## src/rtl/led_sequence_driver.sv

```systemverilog
// led_sequence_driver
// Plays a timed LED pattern (chase, blink-all, binary count, ping-pong) on the
// four Go Board LEDs after a single-cycle start pulse. It reports progress with
// a busy flag and signals normal completion with a one-cycle done pulse.
//
// Ports:
//   i_Clk     system clock, rising edge
//   i_Rst_L   asynchronous active-low reset
//   i_Start   start request, honoured only in IDLE with i_Steps != 0
//   i_Stop    abort request, honoured only in RUN
//   i_Mode    pattern select captured with i_Start
//             (0 chase, 1 blink-all, 2 count, 3 ping-pong)
//   i_Steps   number of steps to play, captured with i_Start
//   o_LED     registered LED drive, bit 0 = LED 1
//   o_Busy    registered, high while a pattern is playing
//   o_Done    registered, one-cycle pulse on normal completion
module led_sequence_driver #(
  parameter int CLKS_PER_STEP = 6250000
) (
  input  logic       i_Clk,
  input  logic       i_Rst_L,
  input  logic       i_Start,
  input  logic       i_Stop,
  input  logic [1:0] i_Mode,
  input  logic [7:0] i_Steps,
  output logic [3:0] o_LED,
  output logic       o_Busy,
  output logic       o_Done
);

  localparam int TIMER_W = $clog2(CLKS_PER_STEP);
  localparam logic [TIMER_W-1:0] TIMER_LAST = TIMER_W'(CLKS_PER_STEP - 1);

  typedef enum logic [1:0] {
    IDLE = 2'd0,
    RUN  = 2'd1,
    DONE = 2'd2
  } state_t;

  state_t             state_q, state_d;
  logic [TIMER_W-1:0] timer_q, timer_d;
  logic [7:0]         step_q, step_d;
  logic [1:0]         mode_q, mode_d;
  logic [7:0]         steps_q, steps_d;
  logic [3:0]         led_d;
  logic               busy_d;
  logic               done_d;

  // LED image for a given mode and 0-based step index.
  function automatic logic [3:0] pattern(input logic [1:0] mode, input logic [7:0] k);
    logic [7:0] phase;
    logic [3:0] led;
    led = 4'b0000;
    case (mode)
      2'd0: led = 4'b0001 << k[1:0];
      2'd1: led = k[0] ? 4'b0000 : 4'b1111;
      2'd2: led = k[3:0] + 4'd1;
      default: begin
        // Ping-pong bounces 0,1,2,3,2,1 so it repeats every six steps.
        phase = k % 8'd6;
        case (phase)
          8'd0:    led = 4'b0001;
          8'd1:    led = 4'b0010;
          8'd2:    led = 4'b0100;
          8'd3:    led = 4'b1000;
          8'd4:    led = 4'b0100;
          default: led = 4'b0010;
        endcase
      end
    endcase
    return led;
  endfunction

  // State and datapath registers
  always_ff @(posedge i_Clk or negedge i_Rst_L) begin
    if (!i_Rst_L) begin
      state_q <= IDLE;
      timer_q <= '0;
      step_q  <= '0;
      mode_q  <= '0;
      steps_q <= '0;
    end else begin
      state_q <= state_d;
      timer_q <= timer_d;
      step_q  <= step_d;
      mode_q  <= mode_d;
      steps_q <= steps_d;
    end
  end

  // Next-state logic
  always_comb begin
    state_d = state_q;
    timer_d = timer_q;
    step_d  = step_q;
    mode_d  = mode_q;
    steps_d = steps_q;
    case (state_q)
      IDLE: begin
        if (i_Start && (i_Steps != 8'd0)) begin
          state_d = RUN;
          mode_d  = i_Mode;
          steps_d = i_Steps;
          timer_d = '0;
          step_d  = '0;
        end
      end
      RUN: begin
        // Abort wins over a terminal count in the same cycle.
        if (i_Stop) begin
          state_d = IDLE;
        end else if (timer_q == TIMER_LAST) begin
          if (step_q == steps_q - 8'd1) begin
            state_d = DONE;
          end else begin
            step_d  = step_q + 8'd1;
            timer_d = '0;
          end
        end else begin
          timer_d = timer_q + TIMER_W'(1);
        end
      end
      default: state_d = IDLE;
    endcase
  end

  // Output logic, evaluated on the next state so the registered outputs line
  // up with the state they describe.
  always_comb begin
    led_d  = 4'b0000;
    busy_d = 1'b0;
    done_d = 1'b0;
    case (state_d)
      RUN: begin
        led_d  = pattern(mode_d, step_d);
        busy_d = 1'b1;
      end
      DONE:    done_d = 1'b1;
      default: ;
    endcase
  end

  // Output registers
  always_ff @(posedge i_Clk or negedge i_Rst_L) begin
    if (!i_Rst_L) begin
      o_LED  <= 4'b0000;
      o_Busy <= 1'b0;
      o_Done <= 1'b0;
    end else begin
      o_LED  <= led_d;
      o_Busy <= busy_d;
      o_Done <= done_d;
    end
  end

endmodule

```

## config.mk

```make
export PLATFORM = sky130hd
export DESIGN_NAME = led_sequence_driver
export DESIGN_NICKNAME = d
export VERILOG_FILES = /design/src/rtl/led_sequence_driver.sv
export SDC_FILE = /design/constraint.sdc
export NUM_CORES = 1
export LEC_CHECK = 0
export BUFFER_PORTS_ARGS = -buffer_cell sky130_fd_sc_hd__buf_4
export CAP_MARGIN = 20
export CORE_ASPECT_RATIO = 1.4
export CORE_MARGIN = 2
export CORE_UTILIZATION = 41
export DETAILED_ROUTE_END_ITERATION = 12
export PLACE_DENSITY = 0.7
export SKIP_LAST_GASP = 1
export SLEW_MARGIN = 20
export SYNTH_ARGS = -nofsm -noshare
export SYNTH_HDL_FRONTEND = slang
export SYNTH_SLANG_ARGS = --single-unit
```

## constraint.sdc

```tcl
create_clock -name i_Clk -period 3.9 [get_ports i_Clk]
set_clock_uncertainty 0.1 [all_clocks]
set_input_delay 0.39 -clock i_Clk [delete_from_list [all_inputs] [get_ports i_Clk]]
set_output_delay 0.39 -clock i_Clk [all_outputs]
set_load 0.01 [all_outputs]
```

Word-level counts from Yosys, hierarchy flattened
Cells that the tools add are included.

Add/sub/neg operators: 4. Divide/modulo/power cells: 1. Eq/ne operators: 13. Shift operators: 1. Muxes and demuxes: 23. Reduce and logical (&&, ||, !) cells: 9.

Operators with widths (number): 2-to-1 mux 23 bit (4); one-hot mux 23 bit (2 select lines) (1); 2-to-1 mux 8 bit (4); one-hot mux 4 bit (3 select lines) (2); adder 23 x 1 -> 23 bit (second input constant) (1); == test 23 bit (second input constant) (1); == test 8 x 2 -> 1 bit (second input constant) (2); one-hot mux 8 bit (2 select lines) (1); 2-to-1 mux 2 bit (6); adder 8 x 1 -> 8 bit (second input constant) (1); == test 8 x 3 -> 1 bit (second input constant) (1); == test 8 bit (1); logical NOT 8 bit (1); remainder unit 8 x 3 -> 8 bit (second input constant) (1); 2-to-1 mux 4 bit (2); nonzero test 8 bit (1); subtractor 8 x 1 -> 8 bit (second input constant) (1); == test 2 x 1 -> 1 bit (second input constant) (3); adder 4 x 1 -> 4 bit (second input constant) (1); == test 2 bit (second input constant) (2); logical NOT 2 bit (2); != test 2 bit (second input constant) (2); one-hot mux 2 bit (2 select lines) (1); AND reduction 4 bit (1); 7 further kinds (8).

Register bits: 49. Input port bits: 14. Output and inout port bits: 6. Logic and storage cells: 59.

Longest topological paths before layout
Gate-level depths: netlist of run 1.

Word-level depth: 12. Depth in mapped cells: 18. Mapped depth without buffers: 17.

Worst setup path after synthesis of run 1
Ideal clock, no wire load.

Path type: register to register. From: register steps_q[0]. To: register o_LED[2]. Setup time: 88 ps. Data arrival time: 3567 ps. Required time: 3712 ps. Slack: 144 ps. Cell stages (with the launch flop): 16. Path buffers: 1. Clock period less this slack: 3756 ps. Cell sequence: dfrtp_1 > or4_1 > nor2_1 > xnor2_1 > o2111ai_4 > o211ai_2 > mux2_4 > buf_8 > xnor2_1 > a211oi_1 > o32a_1 > nand2_4 > ha_1 > nand2_1 > a211o_2 > a41oi_1.

Word-level cells in the longest chain between the ends: 12. Elaborated cells on any way between the ends: 23. Classes of those cells: add/sub (2); div (1); eq/ne (5); shift (1); mux (12); reduce/logical (2).

RTL lines: start: declaration (line 44) `logic [7:0] steps_q, steps_d;`; start signal: assignment (line 87) `steps_q <= steps_d;`; subtractor 8 x 1 -> 8 bit * (line 113) `if (step_q == steps_q - 8'd1) begin`; == test 8 bit * (line 113); 2-to-1 mux 8 bit (line 113); 2-to-1 mux 8 bit (line 112) `end else if (timer_q == TIMER_LAST) begin`; 2-to-1 mux 8 bit (line 110) `if (i_Stop) begin`; one-hot mux 8 bit (2 select lines) (line 98) `case (state_q)`; remainder unit 8 x 3 -> 8 bit (line 60) `phase = k % 8'd6;`; == test 8 x 3 -> 1 bit or == test 8 x 2 -> 1 bit (tied branches) (line 61) `case (phase)`; OR reduction 2 bit (no line); one-hot mux 4 bit (3 select lines) (line 61); one-hot mux 4 bit (3 select lines) (line 54) `case (mode)`; 2-to-1 mux 4 bit * (line 133) `case (state_d)`; named net led_d[2] (line 45) `logic [3:0] led_d;`; end signal: assignment (line 150) `o_LED <= led_d;`; end: declaration (line 26) `output logic [3:0] o_LED,`.

Mark *: on every way through the listed nets, which the timed path passes. The rest lies on a longest branch. A chain may end at the register's enable or synchronous reset.

Worst setup path in the final report of run 1
From: register steps_q[2]. To: register o_LED[0].

Word-level cells in the longest chain between the ends: 12. Elaborated cells on any way between the ends: 23. Classes of those cells: add/sub (2); div (1); eq/ne (5); shift (1); mux (12); reduce/logical (2).

RTL lines: subtractor 8 x 1 -> 8 bit * (line 113); == test 8 bit * (line 113); 2-to-1 mux 8 bit * (line 113); 2-to-1 mux 8 bit * (line 112); 2-to-1 mux 8 bit * (line 110); one-hot mux 8 bit (2 select lines) * (line 98); named net step_d[3] (line 42) `logic [7:0] step_q, step_d;`; remainder unit 8 x 3 -> 8 bit * (line 60); == test 8 x 3 -> 1 bit or == test 8 x 2 -> 1 bit (tied branches) (line 61); OR reduction 2 bit (no line); one-hot mux 4 bit (3 select lines) * (line 61); one-hot mux 4 bit (3 select lines) * (line 54); 2-to-1 mux 4 bit * (line 133); named net led_d[0] (line 45).

Marked as above.

==> results.sh, run 1 <==
export IMPL_vias=2957
export IMPL_ys_types=72
export IMPL_n_antenna_cell=0
export IMPL_clock_path_buffers=2
export IMPL_avgSynthCellArea_sq_um=9.39
export IMPL_setup_viol=2
export IMPL_max_vdd_ir_drop_mv=0.211
export IMPL_status="complete, but fails checks"
export IMPL_cp_arrival_ns=4.05
export IMPL_design_area_sq_mm=0.00426
export IMPL_syn_cell_area_sq_mm=0.00329
export IMPL_area_growth_pct=29.7
export IMPL_drt_initial_drc_count=259
export IMPL_crit_fanout=7
export IMPL_cellLeakagePower_nw=1.86
export IMPL_grtUsageTotal_pct=19.9
export IMPL_path_buf_inv=1
export IMPL_cts_buffers=5
export IMPL_core_sq_mm=0.00775
export IMPL_synthesis_nets=372
export IMPL_finalMaxSlewViolations=0
export IMPL_ant_nets=0
export IMPL_crit_path_end_kind="flop"
export IMPL_cts_htree_levels=2
export IMPL_ioPinCount=20
export IMPL_grt_max_degree=50
export IMPL_crit_path_max_incr_delay_ns=0.53
export IMPL_place_congestion=0.930
export IMPL_initial_core_util_pct=42.4
export IMPL_ctsHoldBuffers=0
export IMPL_drt_total_wl_microns=8690
export IMPL_ys_seq_area_share_pct=37.3
export IMPL_power_density_mw_per_mm2=307
export IMPL_first_global_vias=2922
export IMPL_cp_cell_sequence="or4_4, nor2_4, xnor2_2, o2111ai_4, o211ai_2, mux2_4, inv_8, nor2_4, a32oi_4, o22ai_2, or3_4, or3_1, a311oi_2"
export IMPL_ys_async_sr_fraction_pct=100
export IMPL_clock_sinks=49
export IMPL_hpwl_microns=5640
export IMPL_dieArea_sq_mm=0.00876
export IMPL_synth_edf_count=0
export IMPL_tightest_slew_ns=0.644
export IMPL_ctsRootBufferMaster="clkbuf_8"
export IMPL_hold_viol=16
export IMPL_antenna_found_initial=0
export IMPL_grt_ovfl_total=0
export IMPL_max_cap_violations=0
export IMPL_violations="negative hold slack, negative setup slack"
export IMPL_layout_common_cells="buf_4 (60), dfrtp_1 (49), nor2_1 (35)"
export IMPL_layout_drive_gt1_share_pct=35.0
export IMPL_holdWs_ns=-0.0155
export IMPL_crit_type="flop to flop"
export IMPL_ys_ff_latch=49
export IMPL_clock_latency_ns=0.32
export IMPL_place_area_sq_mm=0.00367
export IMPL_place_ws_ns=-0.0750
export IMPL_finalCriticalPeriod_ns=3.93
export IMPL_rsz0062_at_grt="yes"
export IMPL_period_share_pct=101
export IMPL_cp_required_ns=4.02
export IMPL_synth_main_ff_cell="dfrtp_1"
export IMPL_finalNetCount=435
export IMPL_maxSlewHeadroom_pct=57.1
export IMPL_avgViaCountPerCell=5.75
export IMPL_timing_fmax_mhz=254
export IMPL_drc_errors=0
export IMPL_first_pass_iters=5
export IMPL_die_w_microns=79.7
export IMPL_critPathLaunchType="flop"
export IMPL_tns_ns=-0.0510
export IMPL_fin_ws_ns=-0.0340
export IMPL_die_y_microns=110
export IMPL_cts_tree="yes"
export IMPL_row_count=38
export IMPL_grt_pass1_wl_microns=13700
export IMPL_slowest_stage="or4_4"
export IMPL_hold_class="input port to async pin"
export IMPL_path_clk_slew_ns=0.10
export IMPL_crit_top_cell="nor2_4"
export IMPL_crit_family="simple AND/OR/NAND/NOR gates"
export IMPL_wl_per_cell_microns=16.9
export IMPL_syn_inst=350
export IMPL_final_common_cell="buf_4"
export IMPL_synth_warnings=0
export IMPL_portBuffers=19
per-stage QoR:
stage | power, mW | utilization, % | std cells
floorplan | 0.807 | - | 350
global route | 1.38 | 55.0 | 514
CTS | 1.26 | 51.3 | 502
detailed placement | 0.912 | 47.4 | 485
global placement | 0.900 | 47.4 | 485
finish | 1.31 | 55.0 | 514
layout make-up:
cell class                      instances  area, sq um
Fill cell                             642         3490
Sequential cell                        49         1230
Multi-Input combinational cell        275         2230
Clock inverter                          2         17.5
Clock buffer                            6         82.6
Tap cell                              100          125
Inverter                               19         88.8
Timing Repair Buffer                   63          493
where the power goes:
part	leakage, nW	internal, mW	total, mW	switching (mW)
sequential	0.653	0.551	0.602	0.0515
combinational	1.15	0.164	0.367	0.203
clock	0.0518	0.148	0.339	0.191
path summary, 6_finish.rpt:
| path | startpoint | cells past startpoint | end | slack [ns] |
|---|---|---|---|---|
| setup / recovery | steps_q[2]$_DFFE_PN0P_ | 13 | o_LED[0]$_DFF_PN0_ | -0.03 |
| hold / removal | i_Rst_L | 1 | timer_q[8]$_DFFE_PN0P_ | -0.02 |
| setup reg to reg | steps_q[2]$_DFFE_PN0P_ | 13 | o_LED[0]$_DFF_PN0_ | -0.03 |
| hold reg to reg | timer_q[18]$_DFFE_PN0P_ | 2 | timer_q[18]$_DFFE_PN0P_ | 0.45 |
| max in group asynchronous | i_Rst_L | 1 | o_LED[1]$_DFF_PN0_ | 3.28 |
| min in group i_Clk | i_Steps[5] | 2 | steps_q[5]$_DFFE_PN0P_ | 0.21 |
kinds of logic after synthesis:
group                      synth area share (%)
AOI/OAI and AO/OA                          16.6
xor gates and xnor gates                   7.72
muxes                                      7.15
adders and majority gates                  3.04
buffers and inverters                      4.64
and+or+nand+nor                            23.5
DFF                                        37.3
Yosys cell counts, drive strengths merged (2+ instances only):
master / instances / area [sq um]
or2: 2 / 12.5
a21o: 3 / 22.5
nor3: 19 / 118
nand2b: 3 / 18.8
dfrtp: 49 / 1230
nor4b: 3 / 32.5
buf: 5 / 43.8
a211oi: 2 / 20.0
nand4: 11 / 68.8
ha: 8 / 100
o2111ai: 4 / 65.1
o21ai: 7 / 35.0
nand2: 32 / 128
a31oi: 4 / 25.0
o32ai: 2 / 17.5
and3: 7 / 43.8
o211ai: 6 / 55.1
a21oi: 17 / 96.4
mux2i: 7 / 70.1
nand3: 11 / 55.1
xor2: 13 / 114
nor4: 4 / 31.3
clkinv: 3 / 21.3
mux2: 13 / 165
xnor2: 16 / 140
or4: 3 / 22.5
nor2: 39 / 151
inv: 16 / 62.6
o31ai: 2 / 15.0
and2: 3 / 18.8
o21a: 4 / 31.3
o2bb2ai: 2 / 17.5
clkbuf: 4 / 25.0
or3: 5 / 31.3
a221oi: 2 / 17.5
sequential cells by signal, indices dropped and copies added (netlist names):
register and cells:
o_Done 1, mode_q 2, steps_q 8, state_q 2
o_Busy 1, o_LED 4, step_q 8, timer_q 23
routing by layer:
metal | wire (microns) | global-route usage (%) | up-vias
met4 | 224 | 8.99 | 0
met3 | 312 | 2.71 | 18
met5 | 0 | 0 | -
li1 | - | - | 1410
met1 | 3530 | 23.2 | 1444
met2 | 4620 | 36.0 | 85
what timing repair did:
item                                    CTS  global route
cloned                                    1             1
setup buffers                             8            11
resized for setup                        21            37
endpoints found under the setup margin    4             4
pin swaps                                15            25
(Power assumes the default switching activity.)
==> run 2, diff against run 1 <==
Settings changed: PLACE_DENSITY 0.7 to unset.
==> run 2 against run 1 <==
  * Flip-flop and latch count stayed put
  * The flow finishes with violations (negative hold slack)
  * Sequential share of layout area up 1.1 points
  * Clock power shrank 10%
  * Die area stayed put
  * Sequential power is 1% lower
==> results.sh, run 2 (synthesis gave the netlist of run 1 again) <==
export IMPL_grt_busiest_layer="met2"
export IMPL_rsz0062_at_grt="yes"
export IMPL_dieArea_sq_mm=0.00876
export IMPL_wl_per_cell_microns=15.5
export IMPL_reg_top3="timer_q x23, step_q x8, steps_q x8"
export IMPL_first_global_vias=2731
export IMPL_cts_buffers=5
export IMPL_crit_fanout=8
export IMPL_row_count=38
export IMPL_die_w_microns=79.7
export IMPL_portBuffers=19
export IMPL_finalMaxSlewViolations=0
export IMPL_cts_htree_levels=2
export IMPL_grt_max_degree=50
export IMPL_area_growth_pct=25.0
export IMPL_avgViaCountPerCell=5.56
export IMPL_finalNetCount=432
export IMPL_drt_total_wl_microns=7890
export IMPL_ant_nets=0
export IMPL_vias=2835
export IMPL_tightest_slew_ns=0.637
export IMPL_clock_path_buffers=2
export IMPL_hold_class="input port to async pin"
export IMPL_cts_tree="yes"
export IMPL_cp_arrival_ns=4.00
export IMPL_drc_errors=0
export IMPL_max_vdd_ir_drop_mv=0.136
export IMPL_finalCriticalPeriod_ns=3.88
export IMPL_hpwl_microns=5610
export IMPL_core_sq_mm=0.00775
export IMPL_die_y_microns=110
export IMPL_grtUsageTotal_pct=18.4
export IMPL_ctsHoldBuffers=0
export IMPL_met2_usage_pct=33.4
export IMPL_final_common_cell="buf_4"
export IMPL_ctsRootBufferMaster="clkbuf_8"
export IMPL_status="complete, but fails checks"
export IMPL_place_congestion=0.861
export IMPL_timing_fmax_mhz=258
export IMPL_setup_viol=0
export IMPL_initial_core_util_pct=42.4
export IMPL_violations="negative hold slack"
export IMPL_maxSlewHeadroom_pct=57.5
export IMPL_layout_common_cells="buf_4 (60), dfrtp_1 (49), nor2_1 (36)"
export IMPL_antenna_found_initial=0
export IMPL_hold_viol=2
export IMPL_max_cap_violations=0
export IMPL_power_density_mw_per_mm2=298
export IMPL_grt_ovfl_total=0
export IMPL_clock_latency_ns=0.30
export IMPL_period_share_pct=99.5
export IMPL_crit_type="flop to flop"
export IMPL_ioPinCount=20
export IMPL_first_pass_iters=4
export IMPL_crit_path_end_kind="flop"
export IMPL_largest_reg_flops=23
export IMPL_holdWs_ns=-0.00461
export IMPL_tns_ns=0
export IMPL_layout_drive_gt1_share_pct=32.4
export IMPL_clock_sinks=49
export IMPL_cp_required_ns=4.01
export IMPL_drt_initial_drc_count=137
export IMPL_met3_usage_pct=3.12
export IMPL_grt_use_met1_pct=21.5
export IMPL_regMostFlops="timer_q"
export IMPL_grt_pass1_wl_microns=12700
export IMPL_power_total_mw=1.22
export IMPL_cellLeakagePower_nw=1.83
export IMPL_ff_latch_area_sq_mm=0.00123
export IMPL_n_antenna_cell=0
export IMPL_fill_cells=704
export IMPL_critPathLaunchType="flop"
export IMPL_path_clk_slew_ns=0.09
export IMPL_multi_input_area_sq_mm=0.00211
-- run 2: per-stage QoR --
| step | hold slack (ns) | std cells | setup slack (ns) | utilization [%] | area [sq um] |
|---|---|---|---|---|---|
| 2_1_floorplan | -0.00559 | 350 | 0.144 | - | 3290 |
| 3_3_place_gp | 0.360 | 489 | -0.0232 | 47.8 | 3700 |
| 3_5_place_dp | 0.362 | 489 | -0.0928 | 47.8 | 3700 |
| 4_1_cts | 0.0185 | 504 | -0.0226 | 50.4 | 3910 |
| 5_1_grt | 0.0449 | 510 | -0.183 | 53.0 | 4110 |
| 6_report | -0.00461 | 510 | 0.0176 | 53.0 | 4110 |
-- run 2: final timing paths --
check	from	to	slack (ns)	cells past startpoint
setup / recovery	steps_q[0]$_DFFE_PN0P_	o_LED[0]$_DFF_PN0_	0.02	13
hold reg to reg	mode_q[0]$_DFF_PN0_	mode_q[0]$_DFF_PN0_	0.44	2
min in group i_Clk	i_Steps[4]	steps_q[4]$_DFFE_PN0P_	0.23	2
max in group asynchronous	i_Rst_L	steps_q[1]$_DFFE_PN0P_	3.27	1
setup reg to reg	steps_q[0]$_DFFE_PN0P_	o_LED[0]$_DFF_PN0_	0.02	13
hold / removal	i_Rst_L	timer_q[6]$_DFFE_PN0P_	-0.005	1
-- run 2: worst max-delay path, stage by stage, from the launching register on --
cell	delay, ns
dfrtp_1	0.42
or4_4	0.56
nor2_4	0.11
xnor2_2	0.14
o2111ai_4	0.21
o2111ai_2	0.26
mux2_4	0.42
buf_4	0.17
nand4_1	0.09
a21o_1	0.13
a21oi_1	0.15
or3_4	0.42
or3_1	0.33
a311oi_2	0.28
-- run 2: routing by layer --
layer  share of wire (%)  routed length (microns)  up-vias
met1                  43                     3380     1369
li1                    -                        -     1407
met4                 1.8                      142        0
met2                  53                     4170       48
met5                   0                        0        -
met3                 2.5                      198       11
-- run 2: area by class of cell --
class	count	share of cell area (%)
Multi-Input combinational cell	274	51.4
Clock buffer	7	2.10
Tap cell	100	3.04
Timing Repair Buffer	61	11.4
Sequential cell	49	29.8
Inverter	19	2.16
-- run 2: what timing repair did --
item                                    CTS  global route
resized for setup                        11            28
endpoints found under the setup margin    4             4
buffers inserted                          8             5
pin swaps                                 8            17
gates cloned                              0             1
-- run 2: report_power, final --
part | internal, mW | switching, mW
Combinational | 0.145 | 0.180
Sequential | 0.551 | 0.0427
Clock | 0.141 | 0.163
Total | 0.837 | 0.386
